`src/rtl/buzzer_arbiter_if.sv`:
```
// buzzer_arbiter_if: request/status bundle between the keypad controller (master) and the buzzer arbiter (slave)
// Signals: req_click/req_ok/req_err one-cycle pulses, alarm_en level, buzzer pin drive, busy, tone_id, done pulse.
interface buzzer_arbiter_if;
  logic       req_click;
  logic       req_ok;
  logic       req_err;
  logic       alarm_en;
  logic       buzzer;
  logic       busy;
  logic [2:0] tone_id;
  logic       done;
  modport master (output req_click, req_ok, req_err, alarm_en, input buzzer, busy, tone_id, done);
  modport slave  (input req_click, req_ok, req_err, alarm_en, output buzzer, busy, tone_id, done);
endinterface

```
`src/rtl/buzzer_arbiter.sv`:
```
// buzzer_arbiter: fixed-priority, preemptive sequencer of four tone patterns onto the single piezo pin
// Ports: clk (rising edge), RST (asynchronous, active-high), bus (slave side of buzzer_arbiter_if):
//   in  req_click/req_ok/req_err (pulses), alarm_en (level)
//   out buzzer (pin), busy (not idle), tone_id (0 idle,1 click,2 ok,3 err,4 alarm), done (natural end pulse)
module buzzer_arbiter #(
  parameter int CNT_W      = 32,
  parameter int CLICK_HALF = 50000,
  parameter int CLICK_LEN  = 10000000,
  parameter int OK_HALF    = 25000,
  parameter int OK_LEN     = 30000000,
  parameter int ERR_HALF   = 100000,
  parameter int ERR_SEG    = 5000000,
  parameter int ALM_HALF   = 12500,
  parameter int ALM_SEG    = 2500000
) (
  input logic             clk,
  input logic             RST,
  buzzer_arbiter_if.slave bus
);
  typedef enum logic [2:0] {IDLE, CLICK, OK, ERR_ON1, ERR_GAP, ERR_ON2, ALM_ON, ALM_OFF} state_t;
  state_t           state_q, state_d;
  logic [CNT_W-1:0] dur_q, dur_d, tone_q, tone_d, half_m1, len_m1;
  logic             buzzer_q, buzzer_d, busy_q, busy_d, done_q, done_d;
  logic [2:0]       tone_id_q, tone_id_d, cls_q, req_cls;
  logic             enter, tc, wrap, on_q;
  // Class doubles as priority rank and as the tone_id reported for a state.
  function automatic logic [2:0] cls(input state_t s);
    return s == IDLE ? 3'd0 : s == CLICK ? 3'd1 : s == OK ? 3'd2 :
           (s == ALM_ON || s == ALM_OFF) ? 3'd4 : 3'd3;
  endfunction
  function automatic logic is_on(input state_t s);
    return s == CLICK || s == OK || s == ERR_ON1 || s == ERR_ON2 || s == ALM_ON;
  endfunction
  always_comb begin
    cls_q   = cls(state_q);
    on_q    = is_on(state_q);
    req_cls = bus.req_err ? 3'd3 : bus.req_ok ? 3'd2 : bus.req_click ? 3'd1 : 3'd0;
    half_m1 = cls_q == 3'd1 ? CNT_W'(CLICK_HALF - 1) : cls_q == 3'd2 ? CNT_W'(OK_HALF - 1) :
              cls_q == 3'd3 ? CNT_W'(ERR_HALF - 1) : CNT_W'(ALM_HALF - 1);
    len_m1  = cls_q == 3'd1 ? CNT_W'(CLICK_LEN - 1) : cls_q == 3'd2 ? CNT_W'(OK_LEN - 1) :
              cls_q == 3'd3 ? CNT_W'(ERR_SEG - 1) : CNT_W'(ALM_SEG - 1);
    tc      = dur_q == len_m1;
    wrap    = tone_q == half_m1;
    // enter: a state is (re)entered this edge, so both counters clear; idle also holds them at zero
    state_d = state_q;
    enter   = 1'b1;
    done_d  = 1'b0;
    if (cls_q == 3'd4) begin
      if (!bus.alarm_en) state_d = IDLE;
      else if (tc) state_d = state_q == ALM_ON ? ALM_OFF : ALM_ON;
      else enter = 1'b0;
    end else if (bus.alarm_en) state_d = ALM_ON;
    // Requests win over the terminal-count advance, so a same-class retrigger there suppresses done.
    else if (req_cls != 3'd0 && req_cls >= cls_q)
      state_d = req_cls == 3'd3 ? ERR_ON1 : req_cls == 3'd2 ? OK : CLICK;
    else if (tc && state_q != IDLE) begin
      state_d = state_q == ERR_ON1 ? ERR_GAP : state_q == ERR_GAP ? ERR_ON2 : IDLE;
      done_d  = state_q == CLICK || state_q == OK || state_q == ERR_ON2;
    end else enter = state_q == IDLE;
    dur_d     = enter ? '0 : dur_q + CNT_W'(1);
    tone_d    = (enter || !on_q || wrap) ? '0 : tone_q + CNT_W'(1);
    buzzer_d  = enter ? is_on(state_d) : on_q && (buzzer_q ^ wrap);
    busy_d    = state_d != IDLE;
    tone_id_d = cls(state_d);
  end
  always_ff @(posedge clk or posedge RST)
    if (RST) begin
      state_q   <= IDLE;
      dur_q     <= '0;
      tone_q    <= '0;
      buzzer_q  <= 1'b0;
      busy_q    <= 1'b0;
      tone_id_q <= 3'd0;
      done_q    <= 1'b0;
    end else begin
      state_q   <= state_d;
      dur_q     <= dur_d;
      tone_q    <= tone_d;
      buzzer_q  <= buzzer_d;
      busy_q    <= busy_d;
      tone_id_q <= tone_id_d;
      done_q    <= done_d;
    end
  assign bus.buzzer  = buzzer_q;
  assign bus.busy    = busy_q;
  assign bus.tone_id = tone_id_q;
  assign bus.done    = done_q;
endmodule

```
`src/flat_wrapper.sv`:
```
// flat-port wrapper written by rule: the top's interface ports become plain ports
module buzzer_arbiter_flat 
#(
  parameter int CNT_W      = 32,
  parameter int CLICK_HALF = 50000,
  parameter int CLICK_LEN  = 10000000,
  parameter int OK_HALF    = 25000,
  parameter int OK_LEN     = 30000000,
  parameter int ERR_HALF   = 100000,
  parameter int ERR_SEG    = 5000000,
  parameter int ALM_HALF   = 12500,
  parameter int ALM_SEG    = 2500000
)
  (clk, RST, bus_req_click, bus_req_ok, bus_req_err, bus_alarm_en, bus_buzzer, bus_busy, bus_tone_id, bus_done);
  buzzer_arbiter_if bus_i ();
  input logic clk;
  input logic RST;
  input wire logic [$bits(bus_i.req_click)-1:0] bus_req_click;
  input wire logic [$bits(bus_i.req_ok)-1:0] bus_req_ok;
  input wire logic [$bits(bus_i.req_err)-1:0] bus_req_err;
  input wire logic [$bits(bus_i.alarm_en)-1:0] bus_alarm_en;
  output wire logic [$bits(bus_i.buzzer)-1:0] bus_buzzer;
  output wire logic [$bits(bus_i.busy)-1:0] bus_busy;
  output wire logic [$bits(bus_i.tone_id)-1:0] bus_tone_id;
  output wire logic [$bits(bus_i.done)-1:0] bus_done;
  assign bus_i.req_click = bus_req_click;
  assign bus_i.req_ok = bus_req_ok;
  assign bus_i.req_err = bus_req_err;
  assign bus_i.alarm_en = bus_alarm_en;
  assign bus_buzzer = bus_i.buzzer;
  assign bus_busy = bus_i.busy;
  assign bus_tone_id = bus_i.tone_id;
  assign bus_done = bus_i.done;
  buzzer_arbiter #(.CNT_W(CNT_W), .CLICK_HALF(CLICK_HALF), .CLICK_LEN(CLICK_LEN), .OK_HALF(OK_HALF), .OK_LEN(OK_LEN), .ERR_HALF(ERR_HALF), .ERR_SEG(ERR_SEG), .ALM_HALF(ALM_HALF), .ALM_SEG(ALM_SEG)) u_core (.clk(clk), .RST(RST), .bus(bus_i));
endmodule
```
`config.mk`:
```
export PLATFORM = sky130hd
export DESIGN_NAME = buzzer_arbiter_flat
export DESIGN_NICKNAME = d
export VERILOG_FILES = /design/src/rtl/buzzer_arbiter_if.sv /design/src/rtl/buzzer_arbiter.sv /design/src/flat_wrapper.sv
export SDC_FILE = /design/constraint.sdc
export NUM_CORES = 1
export LEC_CHECK = 0
export CAP_MARGIN = 20
export CORE_UTILIZATION = 55
export CTS_BUF_LIST = sky130_fd_sc_hd__clkbuf_4
export DETAILED_ROUTE_END_ITERATION = 8
export DONT_BUFFER_PORTS = 1
export HOLD_SLACK_MARGIN = 0.05
export PLACE_DENSITY = 0.7
export SLEW_MARGIN = 20
export SYNTH_ARGS = -nofsm -noshare
export SYNTH_HDL_FRONTEND = slang
export SYNTH_SLANG_ARGS = --single-unit
```
`constraint.sdc`:
```
create_clock -name clk -period 9.8 [get_ports clk]
set_input_delay 0.98 -clock clk [delete_from_list [all_inputs] [get_ports clk]]
set_output_delay 0.98 -clock clk [all_outputs]
set_load 0.02 [all_outputs]
```
-- Word level (Yosys, flattened, before mapping)
Index checks and enable logic that the tools add are counted.
- output and inout bits: 6
- register bits: 73
- word-level logic and storage cells: 95
- $add $sub $neg: 2
- mux-type cells: 41
- reductions and logical operators: 22
- bitwise operators: 1
- order comparisons: 1
- eq/ne operators: 21
- operators with widths (operator ; count):
    32-bit two-way mux ; 6
    32-bit by 1-bit adder with 32-bit output, second input constant ; 2
    32-bit equality test ; 2
    3-bit two-way mux ; 19
    3-bit by 2-bit equality test with 1-bit output, second input constant ; 8
    3-bit equality test, second input constant ; 8
    23-bit two-way mux ; 1
    17-bit two-way mux ; 1
    1-bit logical OR ; 13
    1-bit two-way mux ; 13
    3-bit by 1-bit equality test with 1-bit output, second input constant ; 3
    3-bit nonzero test ; 3
    3-bit zero test ; 2
    3-bit greater-or-equal comparator ; 1
    1-bit logical AND ; 3
    2-bit two-way mux ; 1
    1-bit zero test ; 1
    1-bit bitwise XOR ; 1

-- Depth between registers and ports, before layout
Gate-level depths: netlist of the first run.
- depth in word-level cells: 22
- gate-level depth with buffers: 16

-- Worst setup path before layout of the first run
Ideal clock, no wire load.
- kind: input to register
- start: in bus_req_ok
- end: reg u_core.tone_q[21]
- path slack: 6.479 ns
- stages: 13
- data required time: 9.727 ns
- data arrival time: 3.248 ns
- path through: or2_2 > ha_1 > a21oi_1 > nor3_1 > nor2_1 > o311ai_0 > a21o_1 > buf_2 > a211o_1 > or2_1 > buf_2 > buf_2 > nor2_1
- word-level cells in the longest chain between the ends: 10
- elaborated cells between the ends (all ways): 11
- classes of those cells: 1 x order compare; 6 x mux; 4 x reduce/logical
- ends and longest elaborated chain (element ; RTL line ; text):
    from (decl) ; flat_wrapper.sv:19 ; input wire logic [$bits(bus_i.req_ok)-1:0] bus_req_ok;
    3-bit two-way mux (*) (2 in a row) ; buzzer_arbiter.sv:37 ; req_cls = bus.req_err ? 3'd3 : bus.req_ok ? 3'd2 : bus.req_click ? 3'd1 : 3'd0;
    3-bit greater-or-equal comparator / 3-bit nonzero test (equally long branches) ; buzzer_arbiter.sv:54 ; else if (req_cls != 3'd0 && req_cls >= cls_q)
    1-bit logical AND (*) ; buzzer_arbiter.sv:54 ;
    1-bit two-way mux (*) ; buzzer_arbiter.sv:54 ;
    1-bit two-way mux (*) ; buzzer_arbiter.sv:52 ; end else if (bus.alarm_en) state_d = ALM_ON;
    1-bit two-way mux (*) ; buzzer_arbiter.sv:48 ; if (cls_q == 3'd4) begin
    1-bit logical OR (*) (2 in a row) ; buzzer_arbiter.sv:61 ; tone_d = (enter || !on_q || wrap) ? '0 : tone_q + CNT_W'(1);
    32-bit two-way mux (*) ; buzzer_arbiter.sv:61 ;
    net u_core.tone_d[21] ; buzzer_arbiter.sv:22 ; logic [CNT_W-1:0] dur_q, dur_d, tone_q, tone_d, half_m1, len_m1;
    to (signal assigned) ; buzzer_arbiter.sv:78 ; tone_q <= tone_d;
    to (decl) ; buzzer_arbiter.sv:22 ;
Mark *: on every way through the listed nets, which the timed path passes. The rest lies on a longest branch.

-- Worst setup path in the final report of the first run
- start: reg u_core.state_q[2]
- end: reg u_core.tone_q[2]
- word-level cells in the longest chain between the ends: 19
- elaborated cells between the ends (all ways): 42
- classes of those cells: 1 x order compare; 12 x eq/ne; 17 x mux; 12 x reduce/logical
- ends and longest elaborated chain (element ; RTL line ; text):
    from (decl) ; buzzer_arbiter.sv:21 ; state_t state_q, state_d;
    from (signal assigned) ; buzzer_arbiter.sv:76 ; state_q <= state_d;
    3-bit equality test, on equally long branches ; buzzer_arbiter.sv:29, buzzer_arbiter.sv:32 ;
    1-bit logical OR ; buzzer_arbiter.sv:29 ; (s == ALM_ON || s == ALM_OFF) ? 3'd4 : 3'd3;
    3-bit two-way mux ; buzzer_arbiter.sv:29 ;
    3-bit two-way mux (3 in a row) ; buzzer_arbiter.sv:28 ; return s == IDLE ? 3'd0 : s == CLICK ? 3'd1 : s == OK ? 3'd2 :
    3-bit by 2-bit equality test with 1-bit output ; buzzer_arbiter.sv:39, buzzer_arbiter.sv:41 ;
    23-bit two-way mux ; buzzer_arbiter.sv:41 ; cls_q == 3'd3 ? CNT_W'(ERR_SEG - 1) : CNT_W'(ALM_SEG - 1);
    32-bit two-way mux (2 in a row) ; buzzer_arbiter.sv:40 ; len_m1 = cls_q == 3'd1 ? CNT_W'(CLICK_LEN - 1) : cls_q == 3'd2 ? CNT_W'(OK_LEN - 1) :
    32-bit equality test ; buzzer_arbiter.sv:42 ; tc = dur_q == len_m1;
    1-bit logical AND ; buzzer_arbiter.sv:56 ; else if (tc && state_q != IDLE) begin
    1-bit two-way mux ; buzzer_arbiter.sv:56 ;
    1-bit two-way mux ; buzzer_arbiter.sv:54 ;
    1-bit two-way mux ; buzzer_arbiter.sv:52 ;
    1-bit two-way mux ; buzzer_arbiter.sv:48 ;
    1-bit logical OR ; buzzer_arbiter.sv:61 ;
    1-bit logical OR (*) ; buzzer_arbiter.sv:61 ;
    32-bit two-way mux (*) ; buzzer_arbiter.sv:61 ;
    net u_core.tone_d[2] ; buzzer_arbiter.sv:22 ;
Marked as above.

==> results of run 1 <==
-- area by class of cell --
class	count	area, µm²	area share
Multi-Input combinational cell	341	2060	0.484
Inverter	13	48.8	0.0115
Sequential cell	73	1830	0.429
Timing Repair Buffer	2	35.0	0.00822
Clock buffer	10	75.1	0.0176
Clock inverter	6	91.3	0.0214
Tap cell	96	120	0.0282
-- synth_stat cells, types with 2 or more instances --
master and number:
and3_1 15, dfrtp_1 73, o211ai_1 2, buf_6 2
nor4_1 9, xnor2_1 21, buf_2 8, clkbuf_1 6
nor2_1 88, or2_2 3, or4_1 3, xor2_1 41
nand2_1 33, ha_1 6, inv_1 13, nor2b_1 3
a21o_1 2, and2_1 2, a21oi_1 11, nand3_1 30
nand2b_1 3, o31ai_1 3, or3_1 2, and4_1 3
a211oi_1 2, nor3_1 14, a221o_1 2, nand4_1 11
o21ai_0 4, nor4b_1 3, a211o_1 2, o22ai_1 3
or2_1 2
-- flip-flops by register name, indices dropped and copies added (netlist names) --
register	flops
u_core.bus.tone_id	3
u_core.state_q	3
u_core.bus.done	1
u_core.bus.buzzer	1
u_core.dur_q	32
u_core.bus.busy	1
u_core.tone_q	32
-- metrics by stage --
step | cell area (µm²) | util
global route | 4260 | 0.614
detailed placement | 4070 | 0.586
finish | 4260 | 0.614
global placement | 4070 | 0.586
CTS | 4230 | 0.610
floorplan | 4020 | -
-- worst paths after layout --
path                                    from                end  slack [ns]
min in group asynchronous                RST  u_core.tone_q[11]        0.71
min reg2reg                  u_core.dur_q[0]    u_core.dur_q[0]        0.49
min                          u_core.dur_q[0]    u_core.dur_q[0]        0.49
max reg2reg                u_core.state_q[2]   u_core.tone_q[2]        6.01
max                        u_core.state_q[2]   u_core.tone_q[2]        6.01
max in group asynchronous                RST   u_core.dur_q[25]        8.53
-- kinds of logic after synthesis --
logic type               count (synthesis)  share of synthesized area
adder cells (fa/ha/maj)                  6                     0.0187
buffers and inverters                   29                     0.0333
XOR/XNOR                                62                      0.135
AND/OR/NAND/NOR                        232                      0.284
flip-flops                              73                      0.454
AO/OA/AOI/OAI                           41                     0.0752
-- layer usage --
metal | GRT usage | up-vias | part of all wire
li1 | - | 1523 | -
met1 | 0.318 | 1499 | 0.50
met2 | 0.320 | 64 | 0.44
met3 | 0.0320 | 14 | 0.036
met4 | 0.0939 | 0 | 0.020
met5 | 0 | - | 0
-- power by group --
group          internal [mW]  leakage [nW]  total, mW  switching (mW)
combinational          0.104         0.663      0.299           0.195
clock                  0.108        0.0910      0.218           0.110
sequential             0.323         0.999      0.361          0.0376
total                  0.535          1.75      0.878           0.343
==> run_results.csv, run 1 <==
group,metric,value,unit
synthesis,netlist_instances,443,
clock_tree,cts_buffers,9,
sta,setup_slack,6.01,ns
clock_tree,cts_max_level,3,
synthesis,syn_nets,455,
clock_tree,post_cts_buffers,0,
drt,avgRoutedWirePerCell,14.4,µm
sta,rsz0062_at_grt,"no",
critical_path,critPathBufInv,0,
sta,post-route-period-util,0.386,
synthesis,ys.flop_type,"dfrtp_1",
clock_tree,clk_latency,0.42,ns
synthesis,ys_seq_area_frac,0.454,
critical_path,crit_chain,"ha_1 > and2b_1 > o21ai_0 > or2_2 > a221o_1 > nor2_4 > a21o_1 > a211o_1 > or2_2 > nor2_1",
pwr,power,0.878,mW
drt,wirelength,7.78,mm
layout,nFillCells,595,
place,gp_congestion,0.822,
die,die_area,7660,µm²
critical_path,path_delay_family,"simple AND/OR/NAND/NOR gates",
die,core_area,6940,µm²
synthesis,netlist_top_cells_area,"dfrtp_1 (45%), xor2_1 (8.9%), nor2_1 (8.2%)",
clock_tree,clock-root-buffer,"clkbuf_4",
die,num_io_pins,12,
sta,fin_skew,0.0236,ns
drt,avgViaCountPerCell,5.73,
synthesis,synth_top_area_cell,"dfrtp_1",
critical_path,criticalPathCategory,"reg -> reg",
critical_path,ff2ff_path_depth,10,
critical_path,crit_path_frequent_cell,"or2_2",
critical_path,worst-path-max-fanout,32,
place,dp_hpwl,5.40,mm
place,preCtsSetupSlack,5.22,ns
clock_tree,clkTransAtPathRegs,0.12,ns
drt,first_iter_violations,164,
clock_tree,cts-resized-gates,0,
grt,grtUsageTotal,0.217,
layout,n_antenna_cell,0,
sta,fin_tns_setup,0,ns
critical_path,cp.arrival,4.06,ns
drt,num_vias,3100,
layout,area_growth_syn_to_layout,5.88,%
layout,drive_above_1_share,0.0674,
status,status,"finished clean",
sta,fin_hold_ws,0.493,ns
clock_tree,cts_sinks,73,
place,dp_cells,524,
clock_tree,ctsHoldBuffers,0,
critical_path,max_stage_delay,0.53,ns
pwr,irDropWorstVdd,119,µV
die,die_h,87.5,µm
hold_path,hp-class,"reg -> reg",
synthesis,syn_avg_cell_area,9.08,µm²
layout,nets,452,
layout,fin_cells,541,
sta,maxSlewViolCount,0,
layout,most-common-layout-cells,"nor2_1 (88), dfrtp_1 (73), xor2_1 (41)",
critical_path,start_kind,"register",
sta,fmax,0.264,GHz
die,core.rowCount,30,
synthesis,synth_edf_count,0,
sta,timing_worst_slew_pin_value,1.10,ns
critical_path,slowest_stage,"dfrtp_1",
grt,grt_pass1_wl,12.9,mm
sta,slew_headroom,0.259,
synthesis,ys_ff_latch,73,
sta,period_minus_slack,3.79,ns
run,drv_cap,0,
pwr,p_leak,1.75,nW
grt,grt_pass1_vias,2735,
pwr,powerDensity,206,nW/µm²
critical_path,crit_cells,10,
synthesis,yosys_warnings,0,
synthesis,async_flop_share,1.00,
synthesis,netlist_area,4020,µm²
critical_path,end_kind,"register",
hold_path,min_path_cells,1,
synthesis,synth_top_area_share,0.454,
layout,layout_commonest_cell,"nor2_1",
die,die_w,87.5,µm
drt,drt-pass1-iter-count,4,
die,start_util,0.579,
grt,grt_start_max_net_pins,74,
place,port_buffers,0,
drt,drc,0,
synthesis,ys_types,51,
grt,overflow,0,
sta,setup_viol,0,
clock_tree,cts_max_path_buffers,2,
critical_path,worstPathRequired,10.07,ns
grt,antenna_found_initial,0,
drt,ant_nets,0,
clock_tree,tritoncts,"done",
sta,final_hold_viol_count,0,
No activity file was read; power rests on OpenSTA's default activity.
==> run 2: changes to the inputs <==
- clock period: 9.8 -> 3.8 ns (I/O delays scaled with it)
==> run 2 against run 1 <==
- sequential cell count stayed put
- critical path depth stayed put
- critical endpoint is now u_core.bus.buzzer
- first-iteration DRC count is 18% higher
- critical path type unchanged
- highest routed layer unchanged
==> run_results.csv, run 2 (same netlist as run 1, synthesis figures left out) <==
group,metric,value,unit
critical_path,max_stage_delay,0.53,ns
sta,setup_viol,0,
status,status,"finished clean",
critical_path,criticalPathCategory,"reg -> reg",
sta,timing_worst_slew_pin_value,0.893,ns
sta,fmax,0.281,GHz
place,preCtsSetupSlack,0.313,ns
place,dp_hpwl,5.62,mm
grt,antenna_found_initial,0,
die,core_area,6940,µm²
place,port_buffers,0,
critical_path,rrSetupSlack,0.24,ns
run,drv_cap,0,
drt,avgViaCountPerCell,5.60,
layout,area_growth_syn_to_layout,5.60,%
sta,setup_slack,0.244,ns
die,die_w,87.5,µm
die,die_h,87.5,µm
grt,overflow,0,
layout,postLayoutCoreUtil,0.612,
sta,fin_skew,0.0240,ns
pwr,power,2.16,mW
clock_tree,cts-resized-gates,0,
clock_tree,tritoncts,"done",
grt,grt_pass1_vias,2876,
pwr,power_frac_clock,0.227,
clock_tree,cts_max_level,3,
layout,layout_commonest_cell,"nor2_1",
pwr,power_frac_seq,0.432,
grt,gr-usage-met2,0.344,
clock_tree,clock-root-buffer,"clkbuf_4",
die,core.rowCount,30,
pwr,combPwrFrac,0.342,
critical_path,worstPathRequired,4.13,ns
drt,drc,0,
place,dp_cells,527,
grt,grt.busiest_layer,"met2",
drt,avgRoutedWirePerCell,14.7,µm
drt,drt-pass1-iter-count,4,
critical_path,end_kind,"register",
die,die_area,7660,µm²
clock_tree,clk_latency,0.43,ns
layout,drive_above_1_share,0.0668,
drt,ant_nets,0,
critical_path,path_delay_family,"compound AO/OA/AOI/OAI gates",
grt,grtUsageTotal,0.233,
pwr,switching_share,0.401,
clock_tree,cts_max_path_buffers,2,
hold_path,hp-class,"in -> reg",
grt,grt_start_max_net_pins,52,
pwr,powerDensity,509,nW/µm²
place,gp_congestion,0.810,
critical_path,critPathBufInv,0,
drt,first_iter_violations,194,
sta,slew_headroom,0.399,
critical_path,crit_chain,"ha_1 > and2b_1 > o21ai_0 > or2_2 > a221o_1 > nor2_4 > nand2_1 > o311ai_2 > and3_4 > o22ai_1",
clock_tree,ctsHoldBuffers,1,
sta,post-route-period-util,0.936,
sta,maxSlewViolCount,0,
grt,grt_pass1_wl,13.7,mm
drt,num_vias,3052,
layout,most-common-layout-cells,"nor2_1 (88), dfrtp_1 (73), xor2_1 (41)",
drt,wirelength,7.99,mm
clock_tree,cts_buffers,9,
sta,period_minus_slack,3.56,ns
pwr,p_int,1.30,mW
clock_tree,post_cts_buffers,0,
die,num_io_pins,12,
pwr,irDropWorstVdd,229,µV
critical_path,cp.arrival,3.88,ns
layout,fin_cells,545,
sta,fin_tns_setup,0,ns
pwr,p_sw,0.868,mW
layout,nets,456,
layout,top_regs,"u_core.dur_q x32, u_core.tone_q x32",
grt,use_met3,0.0377,
clock_tree,cts_sinks,73,
grt,grt_use_met1,0.338,
sta,rsz0062_at_grt,"no",
layout,n_antenna_cell,0,
critical_path,start_kind,"register",
pwr,p_leak,1.75,nW
clock_tree,clkTransAtPathRegs,0.13,ns
critical_path,worst-path-max-fanout,10,
critical_path,slowest_stage,"dfrtp_1",
sta,final_hold_viol_count,0,
die,start_util,0.579,
## run 2: cell types whose count changed in the layout (fill, tap and decap cells not counted), sizes merged
cell	before	now
clkinv	3	5
buf	2	4
dlygate4sd3	0	2
clkbuf	10	11
bufinv	2	1
inv	14	12
## run 2: final cells by class
type / instances / area (µm²)
clock buffer: 11 / 82.6
clock inverter: 5 / 56.3
fill: 614 / 2700
inverter: 13 / 50.0
multi-input combinational: 341 / 2060
sequential: 73 / 1830
tap: 96 / 120
timing repair buffer: 6 / 50.0
## run 2: final timing paths
path / startpoint / to / depth (start not counted)
worst max-delay path: u_core.state_q[1] / u_core.bus.buzzer / 10
worst min-delay path: bus_alarm_en / u_core.state_q[0] / 2
worst max register to register: u_core.state_q[1] / u_core.bus.buzzer / 10
worst min register to register: u_core.tone_q[0] / u_core.tone_q[0] / 1
max in group asynchronous: RST / u_core.dur_q[24] / 3
min in group asynchronous: RST / u_core.tone_q[3] / 2
## run 2: power by group through the flow
stage	Sequential, mW	Clock (mW)	Combinational [mW]
after global routing	0.947	0.542	0.838
after CTS	0.933	0.505	0.741
after global placement	0.944	0	0.731
final	0.934	0.491	0.739
after detailed placement	0.949	0	0.737
after floorplan	0.908	0	0.642
## run 2: layer usage
layer	up-vias	share of wire
li1	1530	-
met1	1467	0.51
met2	40	0.45
met3	15	0.025
met4	0	0.021
met5	-	0
## run 2: metrics by stage
| step | cell area, µm² | hold slack (ns) |
|---|---|---|
| CTS | 4240 | 0.106 |
| detailed placement | 4090 | 0.457 |
| global route | 4250 | 0.158 |
| finish | 4250 | 0.162 |
| global placement | 4090 | 0.456 |
| floorplan | 4020 | 0.448 |
## run 2: worst reg2reg max path, stage by stage (launching register included)
cell      delay [ns]
dfrtp_1         0.53
ha_1            0.50
and2b_1         0.27
o21ai_0         0.25
or2_2           0.34
a221o_1         0.39
nor2_4          0.18
nand2_1         0.11
o311ai_2        0.50
and3_4          0.28
o22ai_1         0.08
==> RTL change 1 (settings of run 2) <==
`CNT_W` is set to 32 in 2 places; all go to 64.
--- a/src/rtl/buzzer_arbiter.sv
+++ b/src/rtl/buzzer_arbiter.sv
@@ -3,7 +3,7 @@
 //   in  req_click/req_ok/req_err (pulses), alarm_en (level)
 //   out buzzer (pin), busy (not idle), tone_id (0 idle,1 click,2 ok,3 err,4 alarm), done (natural end pulse)
 module buzzer_arbiter #(
-  parameter int CNT_W      = 32,
+  parameter int CNT_W      = 64,
   parameter int CLICK_HALF = 50000,
   parameter int CLICK_LEN  = 10000000,
   parameter int OK_HALF    = 25000,
--- a/src/flat_wrapper.sv
+++ b/src/flat_wrapper.sv
@@ -1,7 +1,7 @@
 // flat-port wrapper written by rule: the top's interface ports become plain ports
 module buzzer_arbiter_flat 
 #(
-  parameter int CNT_W      = 32,
+  parameter int CNT_W      = 64,
   parameter int CLICK_HALF = 50000,
   parameter int CLICK_LEN  = 10000000,
   parameter int OK_HALF    = 25000,
Check against the original RTL: no difference found for any inputs over 10 cycles, from zero or initial values and one cycle with RST high; that may be too few to reach the edited logic, so the function may still have changed.
==> RTL change 1 against run 2 <==
Total power is 67% higher; cell area up 88%; first-iteration DRC count rose to 2.6 times the old value; sequential cell count rose by 64; via count increased by 97%; clock power grew 110%; combinational power grew 33%; non-clock buffer count grew 3; synthesized area up 88%; wire length is 100% higher; worst setup slack worse by 0.0046 ns; clock skew down 0.00096 ns; hold slack improved by 0.016 ns; critical path type unchanged.
==> RTL change 1: results (changes against run 2) <==
| Metric | Value |
|---|---|
| Power consumed by the clock network | `1.02 mW (was 0.491 mW)` |
| Fraction of layout instances using a drive strength above 1 | `6.25% (was 6.68%)` |
| Adder and majority cell fraction of the synthesized area | `0.995% (was 1.87%)` |
| Clock network latency to the later pin of the worst-skew pair | `0.55 ns (was 0.43 ns)` |
| Sw Share | `37.4% (was 40.1%)` |
| Met1 Use GR | `37.5% (was 33.8%)` |
| Routing usage on met2 | `34.3% (was 34.4%)` |
| R2r endpoint | `u_core.bus.busy$_DFF_PP0_ (was u_core.bus.buzzer$_DFF_PP0_)` |
| Top Registers | `u_core.dur_q: 64 flops, u_core.tone_q: 64 flops (was u_core.dur_q: 32 flops, u_core.tone_q: 32 flops)` |
| Distinct cell type count of the synthesized netlist | `63 (was 51)` |
| Crit-path max cell delay | `0.55 ns (was 0.53 ns)` |
| Clock Skew | `0.0231 ns (was 0.0240 ns)` |
| Result of the run | `finished clean (unchanged)` |
| Synth Instances | `841 (was 443)` |
| Leakage power | `3.27 nW (was 1.75 nW)` |
| Placed cell count | `990 (was 527)` |
| Via-per-instance ratio | `5.86 (was 5.60)` |
| Wire length the detailed router placed on met1 | `8050 um (was 4050 um)` |
| Cells on worst reg2reg path | `8 (was 10)` |
| Amount of wire on met3 after detailed routing | `690 um (was 196 um)` |
| Final period util | `93.7% (was 93.6%)` |
| Post-Synth XOR/XNOR Area | `13.1% (was 13.5%)` |
| Leading post-synthesis cells by cell area | `sky130_fd_sc_hd__dfrtp_1 45%, sky130_fd_sc_hd__xor2_1 8.2%, sky130_fd_sc_hd__nor2_1 7.9%, sky130_fd_sc_hd__xnor2_1 4.9%, sky130_fd_sc_hd__nand2_1 3.4% (was sky130_fd_sc_hd__dfrtp_1 45%, sky130_fd_sc_hd__xor2_1 8.9%, sky130_fd_sc_hd__nor2_1 8.2%, sky130_fd_sc_hd__xnor2_1 4.6%, sky130_fd_sc_hd__nand3_1 3.7%)` |
| Number of buffers added by the clock tree synthesis step | `17 (was 9)` |
| Synthesized-area fraction occupied by ao, oa, aoi and oai cells | `6.56% (was 7.52%)` |
| GR met3 Demand/Resource | `4.98% (was 3.77%)` |
[RTL change 1: cell count changes in the layout (fill, tap and decap cells not counted), moves of 10 or more]
cell,before,now
sky130_fd_sc_hd__a21oi_1,11,21
sky130_fd_sc_hd__and3_1,15,25
sky130_fd_sc_hd__dfrtp_1,73,137
sky130_fd_sc_hd__nand2_1,33,68
sky130_fd_sc_hd__nand3_1,30,45
sky130_fd_sc_hd__nand4_1,11,32
sky130_fd_sc_hd__nor2_1,88,158
sky130_fd_sc_hd__nor4_1,9,34
sky130_fd_sc_hd__o21ai_0,4,26
sky130_fd_sc_hd__or3_1,2,19
sky130_fd_sc_hd__xnor2_1,21,42
sky130_fd_sc_hd__xor2_1,41,71
[RTL change 1: area by class of cell]
cell class,instances,area [um^2],share of cell area [%]
Timing Repair Buffer,9,85.1,1.06
Inverter,21,82.6,1.03
Multi-Input combinational cell,649,3880,48.5
Clock buffer,17,128,1.60
Sequential cell,137,3430,42.9
Clock inverter,15,174,2.17
Tap cell,176,220,2.75
==> RTL change 2 (config.mk and constraints of run 2) <==
Made on the original files. Encoding of `state_t`: now one-hot (8 bits for 8 states).
--- a/src/rtl/buzzer_arbiter.sv
+++ b/src/rtl/buzzer_arbiter.sv
@@ -17,7 +17,7 @@
   input logic             RST,
   buzzer_arbiter_if.slave bus
 );
-  typedef enum logic [2:0] {IDLE, CLICK, OK, ERR_ON1, ERR_GAP, ERR_ON2, ALM_ON, ALM_OFF} state_t;
+  typedef enum logic [7:0] {IDLE = 8'b00000001, CLICK = 8'b00000010, OK = 8'b00000100, ERR_ON1 = 8'b00001000, ERR_GAP = 8'b00010000, ERR_ON2 = 8'b00100000, ALM_ON = 8'b01000000, ALM_OFF = 8'b10000000} state_t;
   state_t           state_q, state_d;
   logic [CNT_W-1:0] dur_q, dur_d, tone_q, tone_d, half_m1, len_m1;
   logic             buzzer_q, buzzer_d, busy_q, busy_d, done_q, done_d;
Check against the original RTL: same outputs for any inputs over 10 cycles, from zero or initial values and one cycle with RST high; not proved beyond that.
==> RTL change 2 against run 2 <==
Count of clock-buffer cells in the layout down 1; wire length grew 22%; worst setup slack worse by 0.062 ns; clock skew decreased by 0.0056 ns; cell area up 14%; first-iteration DRC count is 10% lower; synthesized area rose by 12%; total power grew 17%; non-clock buffer count increased by 13; die area rose by 12%; combinational power is 45% higher; sequential cell count increased by 5; largest power group is now combinational cells.
==> RTL change 2: results (changes against run 2) <==
| Metric | Value |
|---|---|
| Result of the run | `finished clean (unchanged)` |
| Synth Instances | `501 (was 443)` |
| Crit-path max cell delay | `0.59 ns (was 0.53 ns)` |
| Clock Skew | `0.0184 ns (was 0.0240 ns)` |
| Vias in the first global route | `3478 (was 2876)` |
| Dpl cell area | `4670 um^2 (was 4090 um^2)` |
| Signal arrival time at the worst endpoint | `3.97 ns (was 3.88 ns)` |
| Pin count of the biggest net entering global routing | `44 (was 52)` |
| Total Wirelength | `9730 um (was 7990 um)` |
| Setup slack of the most critical reg-to-reg path | `0.18 ns (was 0.24 ns)` |
| R2r endpoint | `u_core.tone_q[10]$_DFF_PP0_ (was u_core.bus.buzzer$_DFF_PP0_)` |
| Hold path start | `bus_req_err (was bus_alarm_en)` |
| Leading post-synthesis cells by cell area | `sky130_fd_sc_hd__dfrtp_1 43%, sky130_fd_sc_hd__nor2_1 8.4%, sky130_fd_sc_hd__xor2_1 7.2%, sky130_fd_sc_hd__xnor2_1 6.0%, sky130_fd_sc_hd__nand3_1 3.5% (was sky130_fd_sc_hd__dfrtp_1 45%, sky130_fd_sc_hd__xor2_1 8.9%, sky130_fd_sc_hd__nor2_1 8.2%, sky130_fd_sc_hd__xnor2_1 4.6%, sky130_fd_sc_hd__nand3_1 3.7%)` |
| Net count of the mapped netlist | `511 (was 455)` |
| WL per Instance | `15.7 um (was 14.7 um)` |
| Via Count | `3552 (was 3052)` |
| Cells on worst reg2reg path | `15 (was 10)` |
| Leakage power | `2.00 nW (was 1.75 nW)` |
| Fraction of layout instances using a drive strength above 1 | `10.9% (was 6.68%)` |
| Worst slew pin tran | `0.625 ns (was 0.893 ns)` |
| Global placement routability congestion | `0.956 (was 0.810)` |
| Top Registers | `u_core.dur_q: 32 flops, u_core.tone_q: 32 flops, u_core.state_q: 8 flops (was u_core.dur_q: 32 flops, u_core.tone_q: 32 flops)` |
| CP Max Fanout | `32 (was 10)` |
| Distinct cell type count of the synthesized netlist | `64 (was 51)` |
| Initial detailed-routing violation count | `174 (was 194)` |
| Hold-fix buffer count after cts | `2 (was 1)` |
| # nets final | `522 (was 456)` |
| Slowest cell on the critical path | `sky130_fd_sc_hd__or4_4 (was sky130_fd_sc_hd__dfrtp_1)` |
| Post-route worst hold slack | `0.140 ns (was 0.162 ns)` |
[RTL change 2: changes by cell type in the layout (fill, tap and decap cells not counted), moves of 4 or more]
| cell | run 2 | this run |
|---|---|---|
| sky130_fd_sc_hd__nor2_1 | 88 | 101 |
| sky130_fd_sc_hd__nand2_1 | 33 | 40 |
| sky130_fd_sc_hd__nor3_1 | 14 | 10 |
| sky130_fd_sc_hd__dfrtp_1 | 73 | 77 |
| sky130_fd_sc_hd__mux2i_1 | 0 | 9 |
| sky130_fd_sc_hd__buf_4 | 4 | 16 |
| sky130_fd_sc_hd__o21ai_0 | 4 | 8 |
| sky130_fd_sc_hd__xor2_1 | 41 | 37 |
| sky130_fd_sc_hd__nor4_1 | 9 | 5 |
| sky130_fd_sc_hd__a21oi_1 | 11 | 5 |
| sky130_fd_sc_hd__nand4b_1 | 0 | 4 |
| sky130_fd_sc_hd__xnor2_1 | 21 | 31 |
[RTL change 2: layout make-up]
class | count | area [um^2]
clock buffer | 10 | 75.1
clock inverter | 5 | 51.3
fill | 668 | 3000
inverter | 15 | 62.6
multi-input combinational | 389 | 2430
sequential | 78 | 1950
tap | 102 | 128
timing repair buffer | 19 | 155
[RTL change 2: power breakdown]
group | internal (mW) | leakage, nW | switching [mW]
registers | 0.884 | 1.07 | 0.0851
logic | 0.411 | 0.859 | 0.659
clock network | 0.200 | 0.0697 | 0.287
total | 1.50 | 2.00 | 1.03
[RTL change 2: kinds of logic after synthesis]
| group | share of synthesized area (%) |
|---|---|
| buf+inv | 3.13 |
| xor+xnor | 13.2 |
| fa+ha+maj | 1.11 |
| compound gates | 6.76 |
| mux | 1.99 |
| flops | 43.2 |
| simple gates | 30.6 |
[RTL change 2: worst max path at each step]
stage / cells past startpoint / end / slack, ns
after global placement: 15 / u_core.tone_q[7]$_DFF_PP0_ / 0.25
after detailed placement: 15 / u_core.tone_q[10]$_DFF_PP0_ / 0.11
after global routing: 15 / u_core.tone_q[29]$_DFF_PP0_ / 0.0009
after CTS: 15 / u_core.tone_q[29]$_DFF_PP0_ / 0.07
after floorplan: 16 / u_core.tone_q[21]$_DFF_PP0_ / 0.15
final: 15 / u_core.tone_q[10]$_DFF_PP0_ / 0.18
[RTL change 2: critical path, delay by kind of cell, from the launching register on]
kind,cells,cell delay (ns)
compound gates,4,0.58
simple gates,9,2.07
fa+ha+maj,1,0.29
flops,1,0.41
buf+inv,1,0.18
[RTL change 2: per-layer routing]
metal / track usage, % / vias to the layer above / part of all wire [%]
li1: - / 1738 / -
met1: 31.7 / 1702 / 46
met2: 40.4 / 92 / 47
met3: 3.86 / 20 / 4.3
met4: 10.5 / 0 / 2.4
met5: 0 / - / 0
